## src/rtl/clk_div_pkg.sv

```systemverilog
// -----------------------------------------------------------------------------
// clk_div_pkg
// Shared definitions for the clk_div_bank divider bank.
//   DEF_DIV      : reset half-period length (clk cycles) of every channel
//   MAX_CNT_W    : storage width of the per-channel counter/divide fields;
//                  CNT_W of the bank must not exceed it
//   chan_state_t : per-channel divider state {cnt, div, s_clk}
//   ch_idx_w()   : width of a channel index, never less than one bit
// -----------------------------------------------------------------------------
package clk_div_pkg;

   localparam int unsigned DEF_DIV   = 500_000;
   localparam int unsigned MAX_CNT_W = 32;

   typedef struct packed {
      logic [MAX_CNT_W-1:0] cnt;
      logic [MAX_CNT_W-1:0] div;
      logic                 s_clk;
   } chan_state_t;

   function automatic int unsigned ch_idx_w(input int unsigned n);
      return (n > 1) ? $clog2(n) : 1;
   endfunction

endpackage

```

## src/rtl/clk_div_chan.sv

```systemverilog
// -----------------------------------------------------------------------------
// clk_div_chan
// One divider channel: half-period counter, s_clk toggle, rising-edge tick and
// the divide register, which is loaded from apply_div_i when apply_i is high.
//
// Ports:
//   clk, rst_n   : clock, asynchronous active-low reset
//   en_i         : run enable; low forces cnt=0 and s_clk=0
//   apply_i      : load apply_div_i into the divide register this cycle
//   apply_div_i  : new half-period length (0 = stopped)
//   running_o    : channel is enabled with a non-zero divide value
//   boundary_o   : this cycle ends a half-period (s_clk toggles at the edge)
//   s_clk_o      : divided clock, registered
//   tick_o       : one-cycle pulse registered together with each s_clk rise
//
// Build option: CLK_DIV_TICK_EN enables the tick register; without it tick_o
// is tied low and s_clk behaviour is unchanged.
// -----------------------------------------------------------------------------
module clk_div_chan
   import clk_div_pkg::*;
#(
   parameter int unsigned CNT_W       = 26,
   parameter int unsigned DEF_DIV_VAL = clk_div_pkg::DEF_DIV
) (
   input  logic             clk,
   input  logic             rst_n,
   input  logic             en_i,
   input  logic             apply_i,
   input  logic [CNT_W-1:0] apply_div_i,
   output logic             running_o,
   output logic             boundary_o,
   output logic             s_clk_o,
   output logic             tick_o
);

   localparam logic [MAX_CNT_W-1:0] ONE       = MAX_CNT_W'(1);
   localparam logic [MAX_CNT_W-1:0] RESET_DIV = MAX_CNT_W'(CNT_W'(DEF_DIV_VAL));

   chan_state_t st_q, st_d;
   logic        running;
   logic        boundary;

   assign running  = en_i && (st_q.div != '0);
   assign boundary = running && (st_q.cnt == (st_q.div - ONE));

   always_comb begin
      st_d = st_q;
      if (!en_i) begin
         st_d.cnt   = '0;
         st_d.s_clk = 1'b0;
      end else if (st_q.div == '0) begin
         // stopped: level frozen, counter parked
         st_d.cnt = '0;
      end else if (boundary) begin
         st_d.cnt   = '0;
         st_d.s_clk = ~st_q.s_clk;
      end else begin
         st_d.cnt = st_q.cnt + ONE;
      end
      // On a running channel apply_i only arrives on a boundary, so the toggle
      // above still used the old div and the next half-period uses the new one.
      if (apply_i) begin
         st_d.div = MAX_CNT_W'(apply_div_i);
      end
   end

   always_ff @(posedge clk or negedge rst_n) begin
      if (!rst_n) begin
         st_q <= '{cnt: '0, div: RESET_DIV, s_clk: 1'b0};
      end else begin
         st_q <= st_d;
      end
   end

`ifdef CLK_DIV_TICK_EN
   logic tick_q, tick_d;

   // a boundary while s_clk is low is the 0->1 toggle
   assign tick_d = boundary && !st_q.s_clk;

   always_ff @(posedge clk or negedge rst_n) begin
      if (!rst_n) begin
         tick_q <= 1'b0;
      end else begin
         tick_q <= tick_d;
      end
   end

   assign tick_o = tick_q;
`else
   assign tick_o = 1'b0;
`endif

   assign running_o  = running;
   assign boundary_o = boundary;
   assign s_clk_o    = st_q.s_clk;

endmodule

```

## src/rtl/clk_div_bank.sv

```systemverilog
// -----------------------------------------------------------------------------
// clk_div_bank
// Bank of NUM_CH independent 50%-duty clock dividers with a shared valid/ready
// configuration port. An accepted value sits in a single shadow slot until the
// target channel can take it glitch-free: at its next half-period boundary if
// running, or in the following cycle if it is disabled or stopped (div=0).
//
// Valid/ready: a config transfer happens on any rising clk edge where
// cfg_valid && cfg_ready. cfg_ready is low exactly while the shadow slot is
// occupied; cfg_valid may be held or dropped freely.
//
// Ports:
//   clk, rst_n  : clock, asynchronous active-low reset
//   en          : per-channel run enable
//   cfg_valid   : config request
//   cfg_ready   : shadow slot free
//   cfg_sel     : target channel; out-of-range values are accepted and dropped
//   cfg_div     : new half-period length in clk cycles (0 = stop)
//   s_clk       : divided clocks, registered
//   tick        : one-cycle pulse with each s_clk rise
//
// Build option: CLK_DIV_TICK_EN enables tick generation (tick=0 otherwise).
// -----------------------------------------------------------------------------
module clk_div_bank #(
   parameter int unsigned NUM_CH  = 2,
   parameter int unsigned CNT_W   = 26,
   parameter int unsigned DEF_DIV = clk_div_pkg::DEF_DIV
) (
   input  logic                                       clk,
   input  logic                                       rst_n,
   input  logic [NUM_CH-1:0]                          en,
   input  logic                                       cfg_valid,
   output logic                                       cfg_ready,
   input  logic [clk_div_pkg::ch_idx_w(NUM_CH)-1:0]   cfg_sel,
   input  logic [CNT_W-1:0]                           cfg_div,
   output logic [NUM_CH-1:0]                          s_clk,
   output logic [NUM_CH-1:0]                          tick
);

   import clk_div_pkg::*;

   localparam int unsigned      SEL_W    = ch_idx_w(NUM_CH);
   localparam logic [SEL_W:0]   NUM_CH_L = (SEL_W+1)'(NUM_CH);

   logic              pending_q, pending_d;
   logic [SEL_W-1:0]  sel_q, sel_d;
   logic [CNT_W-1:0]  div_q, div_d;

   logic              accept;
   logic              sel_ok;
   logic [NUM_CH-1:0] apply;
   logic [NUM_CH-1:0] running;
   logic [NUM_CH-1:0] boundary;

   assign cfg_ready = !pending_q;
   assign accept    = cfg_valid && !pending_q;
   assign sel_ok    = {1'b0, cfg_sel} < NUM_CH_L;

   // A running target waits for its boundary; an idle one takes it at once.
   always_comb begin
      apply = '0;
      for (int i = 0; i < NUM_CH; i++) begin
         if (pending_q && (sel_q == SEL_W'(i)) && (!running[i] || boundary[i])) begin
            apply[i] = 1'b1;
         end
      end
   end

   always_comb begin
      pending_d = pending_q;
      sel_d     = sel_q;
      div_d     = div_q;
      if (accept && sel_ok) begin
         pending_d = 1'b1;
         sel_d     = cfg_sel;
         div_d     = cfg_div;
      end else if (|apply) begin
         pending_d = 1'b0;
      end
   end

   always_ff @(posedge clk or negedge rst_n) begin
      if (!rst_n) begin
         pending_q <= 1'b0;
         sel_q     <= '0;
         div_q     <= '0;
      end else begin
         pending_q <= pending_d;
         sel_q     <= sel_d;
         div_q     <= div_d;
      end
   end

   for (genvar g = 0; g < NUM_CH; g++) begin : g_chan
      clk_div_chan #(
         .CNT_W       (CNT_W),
         .DEF_DIV_VAL (DEF_DIV)
      ) u_chan (
         .clk         (clk),
         .rst_n       (rst_n),
         .en_i        (en[g]),
         .apply_i     (apply[g]),
         .apply_div_i (div_q),
         .running_o   (running[g]),
         .boundary_o  (boundary[g]),
         .s_clk_o     (s_clk[g]),
         .tick_o      (tick[g])
      );
   end

endmodule

```

## config.mk

```make
export PLATFORM = sky130hd
export DESIGN_NAME = clk_div_bank
export DESIGN_NICKNAME = d
export VERILOG_FILES = /design/src/rtl/clk_div_pkg.sv /design/src/rtl/clk_div_chan.sv /design/src/rtl/clk_div_bank.sv
export SDC_FILE = /design/constraint.sdc
export NUM_CORES = 1
export LEC_CHECK = 0
export ABC_CLOCK_PERIOD_IN_PS = 4200
export BUFFER_PORTS_ARGS = -buffer_cell sky130_fd_sc_hd__buf_2
export CORE_AREA = 2 2 134 136
export DETAILED_ROUTE_END_ITERATION = 10
export DIE_AREA = 0 0 136 138
export PLACE_DENSITY = 0.71
export SYNTH_ARGS = -nofsm -noshare
export SYNTH_HDL_FRONTEND = slang
export SYNTH_SLANG_ARGS = --single-unit
```

## constraint.sdc

```tcl
create_clock -name clk -period 4.2 [get_ports clk]
set_input_delay 0.21 -clock clk [delete_from_list [all_inputs] [get_ports clk]]
set_output_delay 0.21 -clock clk [all_outputs]
set_load 0.01 [all_outputs]
```

# ---- Yosys cells after proc, flatten, opt, wreduce, memory -nomap -nowiden
# Cells that the tools add are included.
dict set report classes {
  addsub 4
  eq_ne 6
  n_mux 16
  bitwise_logic 3
  n_reduce_logical 22
}
# operator n
set ops {}
lappend ops {{two-way mux 32 bit} 6}
lappend ops {{adder 32 x 1 -> 32 bit, second input constant} 2}
lappend ops {{== test 32 bit} 2}
lappend ops {{zero test 32 bit} 2}
lappend ops {{nonzero test 32 bit} 2}
lappend ops {{subtractor 26 x 1 -> 27 bit, second input constant} 2}
lappend ops {{two-way mux 1 bit} 10}
lappend ops {{logical AND 1 bit} 9}
lappend ops {{!= test 2 x 1 -> 1 bit, second input constant} 2}
lappend ops {{!= test 2 bit, second input constant} 2}
lappend ops {{AND reduction 2 bit} 2}
lappend ops {{zero test 1 bit} 3}
lappend ops {{inverter 1 bit} 3}
lappend ops {{logical OR 1 bit} 2}
lappend ops {{nonzero test 2 bit} 1}
lappend ops {{OR reduction 2 bit} 1}
dict set report word_totals {
  regBits 146
  input_bits 32
  output_inout_bits 5
  elab_cells 60
}

# ---- Longest topological paths before layout
# Gate-level depths: netlist of run 1.
dict set report logic_depth {
  word_depth 9
  ltp_mapped 15
  depth_no_buf 11
}

# ---- Hierarchy
# A second synthesis of run 1 with hierarchy kept.
dict set report hier_totals {
  hier_cells 853
  area_unflattened_um2 8868.5
}
# module instances cells_each area_each_um2
set by_module_without_submodules {}
lappend by_module_without_submodules {clk_div_chan 2 393 3868.7}
lappend by_module_without_submodules {clk_div_bank 1 67 1131.1}

# ---- Least setup slack after synthesis of run 1
# Ideal clock, no wire load.
dict set report synth_timing {
  path_type {reg-to-reg}
  from {reg g_chan[0].u_chan.st_q[1] (netlist name)}
  to {reg g_chan[0].u_chan.st_q[10] (netlist name)}
  setup_time_ns 0.125
  t_arrival_ns 3.235
  path_slack_ns 0.840
  path_stages_with_launch 14
  path_buffers 2
  period_less_slack_ns 3.360
  path_cell_list {dfrtp_1 clkbuf_1 inv_1 ha_1 or4b_2 nor4_1 mux2i_1 nor2_1 a211oi_1 o22ai_1 nor4_4 o21ai_4 buf_6 mux2_4}
}
dict set report synth_via {
  elab_chain_cells 6
  elab_cells_between_ends 9
  cone_classes {add/sub (1); eq/ne (1); mux (1); reduce/logical (6)}
}
# element line_no
set synth_lines {}
lappend synth_lines {{start: declaration} clk_div_chan.sv:39} ;# chan_state_t st_q, st_d;
lappend synth_lines {{start signal: assignment} clk_div_chan.sv:69} ;# st_q <= '{cnt: '0, div: RESET_DIV, s_clk: 1'b0};
lappend synth_lines {{start signal: assignment} clk_div_chan.sv:71} ;# st_q <= st_d;
lappend synth_lines {{subtractor 26 x 1 -> 27 bit / nonzero test 32 bit (equally long branches)} {clk_div_chan.sv:44, clk_div_chan.sv:43}}
lappend synth_lines {{== test 32 bit / logical AND 1 bit (equally long branches)} {clk_div_chan.sv:44, clk_div_chan.sv:43}}
lappend synth_lines {{logical AND 1 bit / zero test 1 bit (equally long branches)} {clk_div_chan.sv:44, clk_div_bank.sv:63}}
lappend synth_lines {{logical OR 1 bit (*)} clk_div_bank.sv:63} ;# if (pending_q && (sel_q == SEL_W'(i)) && (!running[i] || boundary[i])) begin
lappend synth_lines {{logical AND 1 bit (*)} clk_div_bank.sv:63}
lappend synth_lines {{two-way mux 1 bit (*)} clk_div_bank.sv:63}
# Mark *: on every way between the ends. The rest lies on a longest branch, timed or not.
# A chain may end at the register's enable or synchronous reset.

# ---- Final worst setup path of run 1
dict set report layout_timing {
  from {reg g_chan[0].u_chan.st_q[1] (netlist name)}
  to {reg g_chan[0].u_chan.st_q[2] (netlist name)}
}
# Same word-level chain as after synthesis.

==> results.md, run 1 <==
* Result of the run: finished, final reports clean
* Count of placed standard cells including taps at 1044
* Global-route wire length before repair at 29100 µm
* Layout area overhead at 11.4%
* CP max FO at 26
* Util after Layout at 0.528
* Largest net degree at the start of global routing at 53
* Reg-to-reg critical path startpoint: g_chan[0].u_chan.st_q[1]
* Summed area of non-filler cells in the final layout at 0.00926 mm²
* Share of the synthesized area in the top cell type at 0.397
* Height of the die at 138 µm
* Headroom to the max-slew limit at 0.301
* Final Hold Vio Count at 0
* Detailed-route vias per instance at 5.55
* Sum Neg Setup Slack at 0 ps
* Routed wire length per instance at 15.8 µm
* Critical-path cell with the highest stage delay: sky130_fd_sc_hd__o21ai_4
* Largest vdd supply drop at 403 µV
* Required time worst endpoint at 4510 ps
* Total length of routed met2 wires at 8010 µm
* Crit-path cells: inv_1 -> ha_1 -> or4b_2 -> nor4_1 -> mux2i_1 -> nor2_1 -> a211oi_1 -> o22ai_1 -> nor4_4 -> o21ai_4 -> mux2_2
* Kind of end point of the critical path: flop
* Pwr/cell area at 608 mW/mm²
* Data arrival time of the worst path at 4170 ps
* Number of max-capacitance violations reported at 0
* Half-perimeter wire length after detailed placement at 12400 µm
* Main combinational cell family by area after synthesis: simple AND/OR/NAND/NOR gates
* Commonest non-fill, non-tap cells in the layout: sky130_fd_sc_hd__dfrtp_1, sky130_fd_sc_hd__nor2_1, sky130_fd_sc_hd__xor2_1
* Number of instances on the worst hold path at 2
* Max stage delay on crit path at 820 ps
* Share of the synthesized netlist area taken by xor and xnor gates at 0.133
* Slew @ Worst Pin at 1040 ps
* Starting utilization of the core area at 0.474
* Leakage power of the design at 3.84 nW
* Number of synthesized register bits at 146
* Antenna violations before repair at 0
* Worst path bufs/invs at 1
* Routed length on met3 at 587 µm
* Capture endpoint of the worst hold path: div_q[3]
* Clock-pin slew on the worst setup and hold paths at 60 ps
* CTS tree: yes
* Tot GR Track Use at 0.194
* Min cycle time layout at 3860 ps
* TritonRoute pass-1 iters at 5
* Area fraction in and, or, nand and nor cells after synthesis at 0.215
* Number of nets in the final layout at 876
* Total number of vias at 5998
* R2r setup slk at 340 ps
* Worst path top cell family by delay: simple AND/OR/NAND/NOR gates
* End of the worst register-to-register path: g_chan[0].u_chan.st_q[2]
* Hold Path Origin: cfg_div[3]
* Post-synthesis cell count at 813
* Sequential share of the synthesized area at 0.442
* Post-synthesis average cell area at 10.2 µm²
* Post-synthesis share of cell area spent on full adders, half adders and majority gates at 0.00903
* Uppermost signal routing layer after detailed routing: met4
* Max Clk Rate at 259 MHz
* Synthesis warning total at 0
* Horizontal die dimension at 136 µm
* Multiplexer area fraction after synthesis at 0.125
* DRC at 0
* Fraction of the mapped netlist area in compound gates at 0.0433
* GPL Wtd Cong at 0.942
* Root buffer selected by CTS: sky130_fd_sc_hd__clkbuf_16
* Final number of setup-violating endpoints at 0
* Number of global-route vias before repair at 5846
* Buffers on Ports at 34
* Number of buffers added for setup after CTS at 0
* Clk buf depth at 2
* Crit path launch type: flop
* Worst Reg2Reg Path Length in Cells at 11
* EDFF count, synth at 0
* Total wire length at 17000 µm
* Share of post-route cells with drive strength above 1 at 0.193
* Antenna Violating Nets Remaining at 0
* Number of ports placed on the die boundary at 37
* Worst min path class: primary input to flop
* Area of the core region at 0.0175 mm²
* Fin. max-slew vios at 0
* Cell taking the most area after synthesis: sky130_fd_sc_hd__dfrtp_1
* Unique masters post-synth at 66
* Most common cell after layout, fill and taps aside: sky130_fd_sc_hd__dfrtp_1
* Crit Path Class: flop to flop
* Post-synth ARST share at 1.00
* Leading register cell type out of synthesis: sky130_fd_sc_hd__dfrtp_1
* RSZ-0062 raised after global routing: no
* Count of standard-cell rows at 49
* Post-route insts no fill at 1080
* Clock skew at 12.2 ps
* TritonCTS sink count at 146
* Diode insertion count for antenna repair at 0
* Top post-synthesis cells by area: sky130_fd_sc_hd__dfrtp_1, sky130_fd_sc_hd__xor2_1, sky130_fd_sc_hd__xnor2_1
* DRT met1 WL at 7990 µm
* Area of the mapped netlist at 0.00831 mm²
* Total clock buffers created by CTS at 17
* Dpl cell area at 0.00864 mm²
* Final critical-path share of the clock period at 0.919
* Clock latency on the worst-skew pair at 430 ps
* Number of DRC markers in iteration 0 at 505
* Congestion Overflow GR at 0
* DIE AREA at 0.0188 mm²
* Number of levels in the clock H-tree at 4
==> Yosys cell counts, types with 3 or more instances <==
master and instances:
sky130_fd_sc_hd__or2_2 4, sky130_fd_sc_hd__a21oi_1 8, sky130_fd_sc_hd__and3_1 14, sky130_fd_sc_hd__xnor2_1 58, sky130_fd_sc_hd__nand4b_1 4, sky130_fd_sc_hd__o21ai_0 9, sky130_fd_sc_hd__nor2b_1 6, sky130_fd_sc_hd__nor4b_1 3
sky130_fd_sc_hd__nor3b_1 6, sky130_fd_sc_hd__ha_1 6, sky130_fd_sc_hd__buf_4 4, sky130_fd_sc_hd__mux2_2 40, sky130_fd_sc_hd__nor2_1 102, sky130_fd_sc_hd__xor2_1 68, sky130_fd_sc_hd__and2_1 5, sky130_fd_sc_hd__dfstp_2 14
sky130_fd_sc_hd__or3_1 8, sky130_fd_sc_hd__nand3b_1 6, sky130_fd_sc_hd__inv_1 15, sky130_fd_sc_hd__and4_1 7, sky130_fd_sc_hd__o211ai_1 3, sky130_fd_sc_hd__mux2_4 20, sky130_fd_sc_hd__a31oi_1 5, sky130_fd_sc_hd__buf_6 4
sky130_fd_sc_hd__nor3_1 19, sky130_fd_sc_hd__buf_2 9, sky130_fd_sc_hd__nand2b_1 7, sky130_fd_sc_hd__mux2i_1 6, sky130_fd_sc_hd__or4_1 12, sky130_fd_sc_hd__nand3_1 39, sky130_fd_sc_hd__mux2_1 20, sky130_fd_sc_hd__dfrtp_1 132
sky130_fd_sc_hd__clkbuf_1 25, sky130_fd_sc_hd__nor4_1 19, sky130_fd_sc_hd__nand4_1 26, sky130_fd_sc_hd__nand2_1 46
==> worst max path at each step <==
stage / from / endpoint / slack, ps / depth (start not counted)
after floorplan: g_chan[0].u_chan.st_q[1] / g_chan[0].u_chan.st_q[10] / 840 / 13
after global placement: g_chan[0].u_chan.st_q[1] / g_chan[0].u_chan.st_q[4] / 390 / 11
after detailed placement: g_chan[0].u_chan.st_q[1] / g_chan[0].u_chan.st_q[4] / 330 / 11
after CTS: g_chan[0].u_chan.st_q[1] / g_chan[0].u_chan.st_q[2] / 310 / 11
after global routing: g_chan[0].u_chan.st_q[1] / g_chan[0].u_chan.st_q[2] / 20 / 11
final: g_chan[0].u_chan.st_q[1] / g_chan[0].u_chan.st_q[2] / 340 / 11
==> worst reg2reg max path, stage by stage (launching register included) <==
cell	delay, ps
sky130_fd_sc_hd__dfrtp_1	450
sky130_fd_sc_hd__inv_1	120
sky130_fd_sc_hd__ha_1	170
sky130_fd_sc_hd__or4b_2	610
sky130_fd_sc_hd__nor4_1	460
sky130_fd_sc_hd__mux2i_1	140
sky130_fd_sc_hd__nor2_1	110
sky130_fd_sc_hd__a211oi_1	60
sky130_fd_sc_hd__o22ai_1	260
sky130_fd_sc_hd__nor4_4	100
sky130_fd_sc_hd__o21ai_4	820
sky130_fd_sc_hd__mux2_2	430
==> sequential cells by signal (all words and copies together), names as in the netlist <==
signal and count:
div_q 26, g_chan.u_chan.s_clk_o 2, g_chan.u_chan.st_q 116, pending_q 1
sel_q 1
==> timing repair <==
action | CTS | global route
resized for setup | 0 | 0
endpoints found under the setup margin | 0 | 0
hold endpoints to repair | 50 | 0
hold buffers | 4 | 0
==> power breakdown <==
group / internal [mW] / switching, mW / leakage (nW)
Sequential: 1.87 / 0.603 / 1.84
Combinational: 0.927 / 0.757 / 1.73
Clock: 0.887 / 0.591 / 0.275
Total: 3.68 / 1.95 / 3.84
==> final cells by class <==
type,instances,area (µm²)
Sequential cell,146,3670
Tap cell,229,287
Clock inverter,13,136
Clock buffer,19,443
Fill cell,1585,8270
Inverter,15,56.3
Multi-Input combinational cell,610,4380
Timing Repair Buffer,48,292
==> per-stage QoR <==
step / worst slack, ps / hold slack [ps] / power [mW]
final: 340 / 12.2 / 5.63
after global routing: 18.9 / 2.71 / 5.98
after CTS: 312 / 0.0167 / 5.67
after detailed placement: 331 / 178 / 4.17
after global placement: 389 / 175 / 4.12
after floorplan: 840 / -85.6 / 3.68
==> layer usage <==
layer / global-route usage / vias to the layer above
li1: - / 2912
met1: 0.265 / 2935
met2: 0.302 / 117
met3: 0.0425 / 34
met4: 0.0707 / 0
met5: 0 / -
==> kinds of logic after synthesis <==
group | after synthesis
other | 1
AOI/OAI and AO/OA | 50
DFF | 146
and+or+nand+nor | 340
xor gates and xnor gates | 126
buffers and inverters | 58
adders and majority gates | 6
muxes | 86
Power figures use the tool's default switching activity.
==> inputs of run 2 (changes only) <==
Settings changed: CORE_AREA 2 2 134 136 to 2 2 149 122, DIE_AREA 0 0 136 138 to 0 0 151 124, SLEW_MARGIN set to 20.
==> results.md, run 2 (synthesis gave the netlist of run 1 again) <==
* Clock-pin slew on the worst setup and hold paths at 60 ps
* Final number of setup-violating endpoints at 0
* Headroom to the max-slew limit at 0.380
* Number of levels in the clock H-tree at 4
* Pwr/cell area at 629 mW/mm²
* Half-perimeter wire length after detailed placement at 12800 µm
* Fin. max-slew vios at 0
* Diode insertion count for antenna repair at 0
* Util after Layout at 0.546
* Origin of the worst setup path: g_chan[0].u_chan.st_q[4]
* Commonest non-fill, non-tap cells in the layout: sky130_fd_sc_hd__dfrtp_1, sky130_fd_sc_hd__nor2_1, sky130_fd_sc_hd__xor2_1
* Height of the die at 124 µm
* TritonRoute pass-1 iters at 5
* Detailed-route vias per instance at 5.59
* Leakage power of the design at 3.90 nW
* Cells resized by post-CTS repair at 0
* Number of DRC markers in iteration 0 at 409
* DRC at 0
* Result of the run: finished, final reports clean
* Clock skew at 8.28 ps
* R2r setup slk at 450 ps
* Slew @ Worst Pin at 930 ps
* Reg-to-reg critical path startpoint: g_chan[0].u_chan.st_q[4]
* CP max FO at 14
* Starting utilization of the core area at 0.486
* Routed wire length per instance at 16.9 µm
* Required time worst endpoint at 4500 ps
* Sum Neg Setup Slack at 0 ps
* Count of standard-cell rows at 43
* Root buffer selected by CTS: sky130_fd_sc_hd__clkbuf_16
* Final Hold Vio Count at 0
* Kind of end point of the critical path: flop
* Total wire length at 18200 µm
* Crit Path Class: flop to flop
* Data arrival time of the worst path at 4050 ps
* Max Clk Rate at 267 MHz
* End of the worst register-to-register path: g_chan[0].u_chan.st_q[5]
* GPL Wtd Cong at 0.967
* Number of ports placed on the die boundary at 37
* Worst Reg2Reg Path Length in Cells at 10
* Antenna Violating Nets Remaining at 0
* Min cycle time layout at 3750 ps
* Total clock buffers created by CTS at 17
* Largest vdd supply drop at 379 µV
* Largest net degree at the start of global routing at 118
* Timing endpoint of the critical path: g_chan[0].u_chan.st_q[5]
* Global-route wire length before repair at 30400 µm
* Crit path launch type: flop
* Register name with the most flops: g_chan.u_chan.st_q
* Number of nets in the final layout at 877
* Number of max-capacitance violations reported at 0
* Buffers on Ports at 34
* Worst min path class: primary input to flop
* Total number of vias at 6020
* Largest register FFs at 116
* Antenna violations before repair at 0
* Tot GR Track Use at 0.209
* Most common cell after layout, fill and taps aside: sky130_fd_sc_hd__dfrtp_1
* DIE AREA at 0.0187 mm²
* Number of global-route vias before repair at 5786
* Hold Path Origin: cfg_div[10]
* RSZ-0062 raised after global routing: no
* Congestion Overflow GR at 0
* Area of the core region at 0.0171 mm²
* CTS tree: yes
* Horizontal die dimension at 151 µm
* Share of post-route cells with drive strength above 1 at 0.195
* TritonCTS sink count at 146
* Clk buf depth at 2
* Layout area overhead at 12.3%
* Clock latency on the worst-skew pair at 420 ps
* Final critical-path share of the clock period at 0.893
run 2: cell count changes in the layout (fill, tap and decap cells not counted), moves of 2 or more:
cell / previous run / this run
sky130_fd_sc_hd__clkbuf_8: 1 / 3
sky130_fd_sc_hd__bufinv_16: 2 / 5
sky130_fd_sc_hd__clkinvlp_4: 4 / 1
sky130_fd_sc_hd__dlygate4sd3_1: 4 / 1
sky130_fd_sc_hd__buf_4: 10 / 13
run 2: worst max-delay path, stage by stage, from the launching register on:
cell and delay [ps]:
sky130_fd_sc_hd__dfrtp_1 440, sky130_fd_sc_hd__or4_1 620, sky130_fd_sc_hd__or4_4 560, sky130_fd_sc_hd__nor3_1 340
sky130_fd_sc_hd__and3_1 210, sky130_fd_sc_hd__o21ai_0 80, sky130_fd_sc_hd__nand4_1 170, sky130_fd_sc_hd__nor4_4 80
sky130_fd_sc_hd__o21ai_4 550, sky130_fd_sc_hd__buf_16 230, sky130_fd_sc_hd__mux2_2 350
run 2: final cells by class:
| cell class | instances | area, µm² |
|---|---|---|
| Fill cell | 1504 | 7770 |
| Sequential cell | 146 | 3670 |
| Multi-Input combinational cell | 610 | 4380 |
| Tap cell | 225 | 282 |
| Timing Repair Buffer | 49 | 314 |
| Clock inverter | 10 | 181 |
| Inverter | 15 | 56.3 |
| Clock buffer | 21 | 460 |
run 2: worst min-delay path by stage:
stage | cells after the start | slack, ps | to
final | 2 | 20 | div_q[10]
after floorplan | 0 | -90 | div_q[0]
after global placement | 1 | 440 | g_chan[0].u_chan.st_q[36]
after detailed placement | 1 | 430 | g_chan[0].u_chan.st_q[34]
after global routing | 2 | 9 | div_q[2]
after CTS | 2 | 9 | div_q[10]
run 2: repair_timing:
item / CTS / global route
endpoints found under the hold margin: 6 / 0
setup buffers: 0 / 0
hold buffers: 1 / 0
run 2: power by group:
group / leakage [nW] / internal (mW) / switching, mW
Sequential: 1.84 / 1.87 / 0.599
Combinational: 1.74 / 0.941 / 0.808
Clock: 0.313 / 1.08 / 0.579
Total: 3.90 / 3.89 / 1.99
run 2: layer usage:
metal | share of wire | GRT usage
met1 | 0.51 | 0.320
met2 | 0.43 | 0.302
met3 | 0.054 | 0.0418
met4 | 0.0087 | 0.0532
met5 | 0 | 0
run 2: metrics by stage:
step	setup slack, ps	cell area, µm²	std cells	total power [mW]	hold slack (ps)
after global placement	476	8660	1043	4.13	438
after global routing	210	9340	1076	6.22	9.05
final	449	9340	1076	5.87	16.7
after floorplan	840	8320	814	3.68	-85.6
after detailed placement	371	8660	1043	4.18	435
after CTS	299	9310	1075	5.87	8.58
==> inputs of run 3 (changes only) <==
Settings changed: REMOVE_ABC_BUFFERS set to 1.
==> results.md, run 3 (synthesis gave the netlist of run 1 again) <==
* Result of the run: finished, final reports clean
* Final setup slack of the worst path at 226 ps
* Detailed-route vias per instance at 5.51
* Worst path top cell family by delay: simple AND/OR/NAND/NOR gates
* Clock latency on the worst-skew pair at 440 ps
* Clock-pin slew on the worst setup and hold paths at 60 ps
* CTS tree: yes
* Overall Power at 5.79 mW
* Number of DRC markers in iteration 0 at 388
* Internal power summed over all cells at 3.75 mW
* Seq pwr share at 0.424
* Max Clk Rate at 252 MHz
* Fin. max-slew vios at 0
* Slew @ Worst Pin at 1100 ps
* Total clock buffers created by CTS at 17
* Largest net degree at the start of global routing at 72
* Register name with the most flops: g_chan.u_chan.st_q
* Antenna Violating Nets Remaining at 0
* Required time worst endpoint at 4510 ps
* Count of standard-cell rows at 43
* Sum Neg Setup Slack at 0 ps
* TritonCTS sink count at 146
* Layout area overhead at 12.6%
* Min cycle time layout at 3970 ps
* Global-route wire length before repair at 30600 µm
* Horizontal die dimension at 151 µm
* Post-route insts no fill at 1083
* Largest vdd supply drop at 372 µV
* Critical-path cell with the highest stage delay: sky130_fd_sc_hd__o21ai_4
* TritonRoute pass-1 iters at 4
* Comb pwr share at 0.305
* Number of global-route vias before repair at 5838
* Total number of vias at 5966
* Share of post-route cells with drive strength above 1 at 0.196
* DRC at 0
* Diode insertion count for antenna repair at 0
* Buffers on Ports at 34
* Crit path launch type: flop
* Worst min path class: primary input to flop
* Most common cell after layout, fill and taps aside: sky130_fd_sc_hd__dfrtp_1
* Clock power frac at 0.271
* Leakage power of the design at 3.89 nW
* Tot GR Track Use at 0.212
* Pwr/cell area at 619 mW/mm²
* CP max FO at 26
* Number of nets in the final layout at 883
* Fraction of power spent switching nets at 0.353
* Count of placed standard cells including taps at 1043
* Final number of setup-violating endpoints at 0
* Headroom to the max-slew limit at 0.262
* Area of the core region at 0.0171 mm²
* Crit Path Class: flop to flop
* GPL Wtd Cong at 0.955
* Routed wire length per instance at 16.7 µm
* Number of levels in the clock H-tree at 4
* Max stage delay on crit path at 860 ps
* Crit-path cells: inv_1 -> ha_1 -> or4b_2 -> nor4_1 -> mux2i_1 -> nor2_1 -> a211oi_1 -> o22ai_1 -> nor4_4 -> o21ai_4 -> mux2_2
* Clk buf depth at 2
* Final critical-path share of the clock period at 0.946
* Power dissipated by switching net loads at 2.04 mW
* Data arrival time of the worst path at 4290 ps
* Number of buffers added for setup after CTS at 0
* Root buffer selected by CTS: sky130_fd_sc_hd__clkbuf_16
* Number of max-capacitance violations reported at 0
* Height of the die at 124 µm
* Worst path bufs/invs at 1
* Number of fillers in the final layout at 1529
* Commonest non-fill, non-tap cells in the layout: sky130_fd_sc_hd__dfrtp_1, sky130_fd_sc_hd__nor2_1, sky130_fd_sc_hd__xor2_1
* Final Hold Vio Count at 0
* Total wire length at 18100 µm
* Summed area of non-filler cells in the final layout at 0.00936 mm²
* Number of ports placed on the die boundary at 37
* Pre-CTS worst setup slack at 311 ps
* Kind of end point of the critical path: flop
* Half-perimeter wire length after detailed placement at 12900 µm
* Congestion Overflow GR at 0
* Dpl cell area at 0.00867 mm²
* Largest register FFs at 116
* DIE AREA at 0.0187 mm²
* Starting utilization of the core area at 0.486
* Clock skew at 6.68 ps
* Antenna violations before repair at 0
* RSZ-0062 raised after global routing: no
[run 3: cell types whose count changed in the layout (fill, tap and decap cells not counted), sizes merged]
cell and delta:
clkinvlp +3, dlygate4sd3 +7, clkbuf -5, bufinv -2, inv +3, clkinv +1
[run 3: area by class of cell]
class | count | area (µm²) | area share
multi-input cells | 610 | 4380 | 0.468
inverters | 15 | 56.3 | 0.00602
repair buffers | 55 | 367 | 0.0392
well taps | 225 | 282 | 0.0301
clock inverters | 15 | 183 | 0.0195
clock buffers | 17 | 425 | 0.0455
flip-flops and latches | 146 | 3670 | 0.392
[run 3: path summary, 6_finish.rpt]
| check | from | to | slack (ps) | cells past startpoint |
|---|---|---|---|---|
| min | cfg_div[2] | div_q[2] | 10 | 2 |
| min in group asynchronous | rst_n | g_chan[0].u_chan.st_q[60] | 350 | 2 |
| max in group asynchronous | rst_n | g_chan[0].u_chan.st_q[9] | 2870 | 3 |
| max | g_chan[0].u_chan.st_q[1] | g_chan[0].u_chan.st_q[1] | 230 | 11 |
| max reg2reg | g_chan[0].u_chan.st_q[1] | g_chan[0].u_chan.st_q[1] | 230 | 11 |
| min reg2reg | g_chan[1].u_chan.st_q[33] | g_chan[1].u_chan.st_q[33] | 500 | 1 |
[run 3: per-stage QoR]
stage | hold WS [ps] | util
after detailed placement | 267 | 0.507
after floorplan | -85.6 | -
after global routing | 0.401 | 0.547
final | 11.9 | 0.547
after CTS | 0.619 | 0.547
after global placement | 265 | 0.507
[run 3: repair_timing]
action / in CTS / in global routing
gates resized for setup: 0 / 0
hold endpoints to repair: 67 / 0
hold buffers: 8 / 0
[run 3: power groups by stage]
stage / logic (mW) / registers [mW] / clock network (mW)
after CTS: 1.75 / 2.46 / 1.60
final: 1.76 / 2.46 / 1.57
after floorplan: 1.37 / 2.25 / 0
after detailed placement: 1.72 / 2.48 / 0
after global placement: 1.68 / 2.46 / 0
after global routing: 1.94 / 2.54 / 1.66
[run 3: per-layer routing]
layer  vias to the layer above  share of wire  global-route usage
li1                       2910              -                   -
met1                      2904           0.51               0.323
met2                       131           0.42               0.298
met3                        21          0.054              0.0553
met4                         0          0.012              0.0520
met5                         -              0                   0
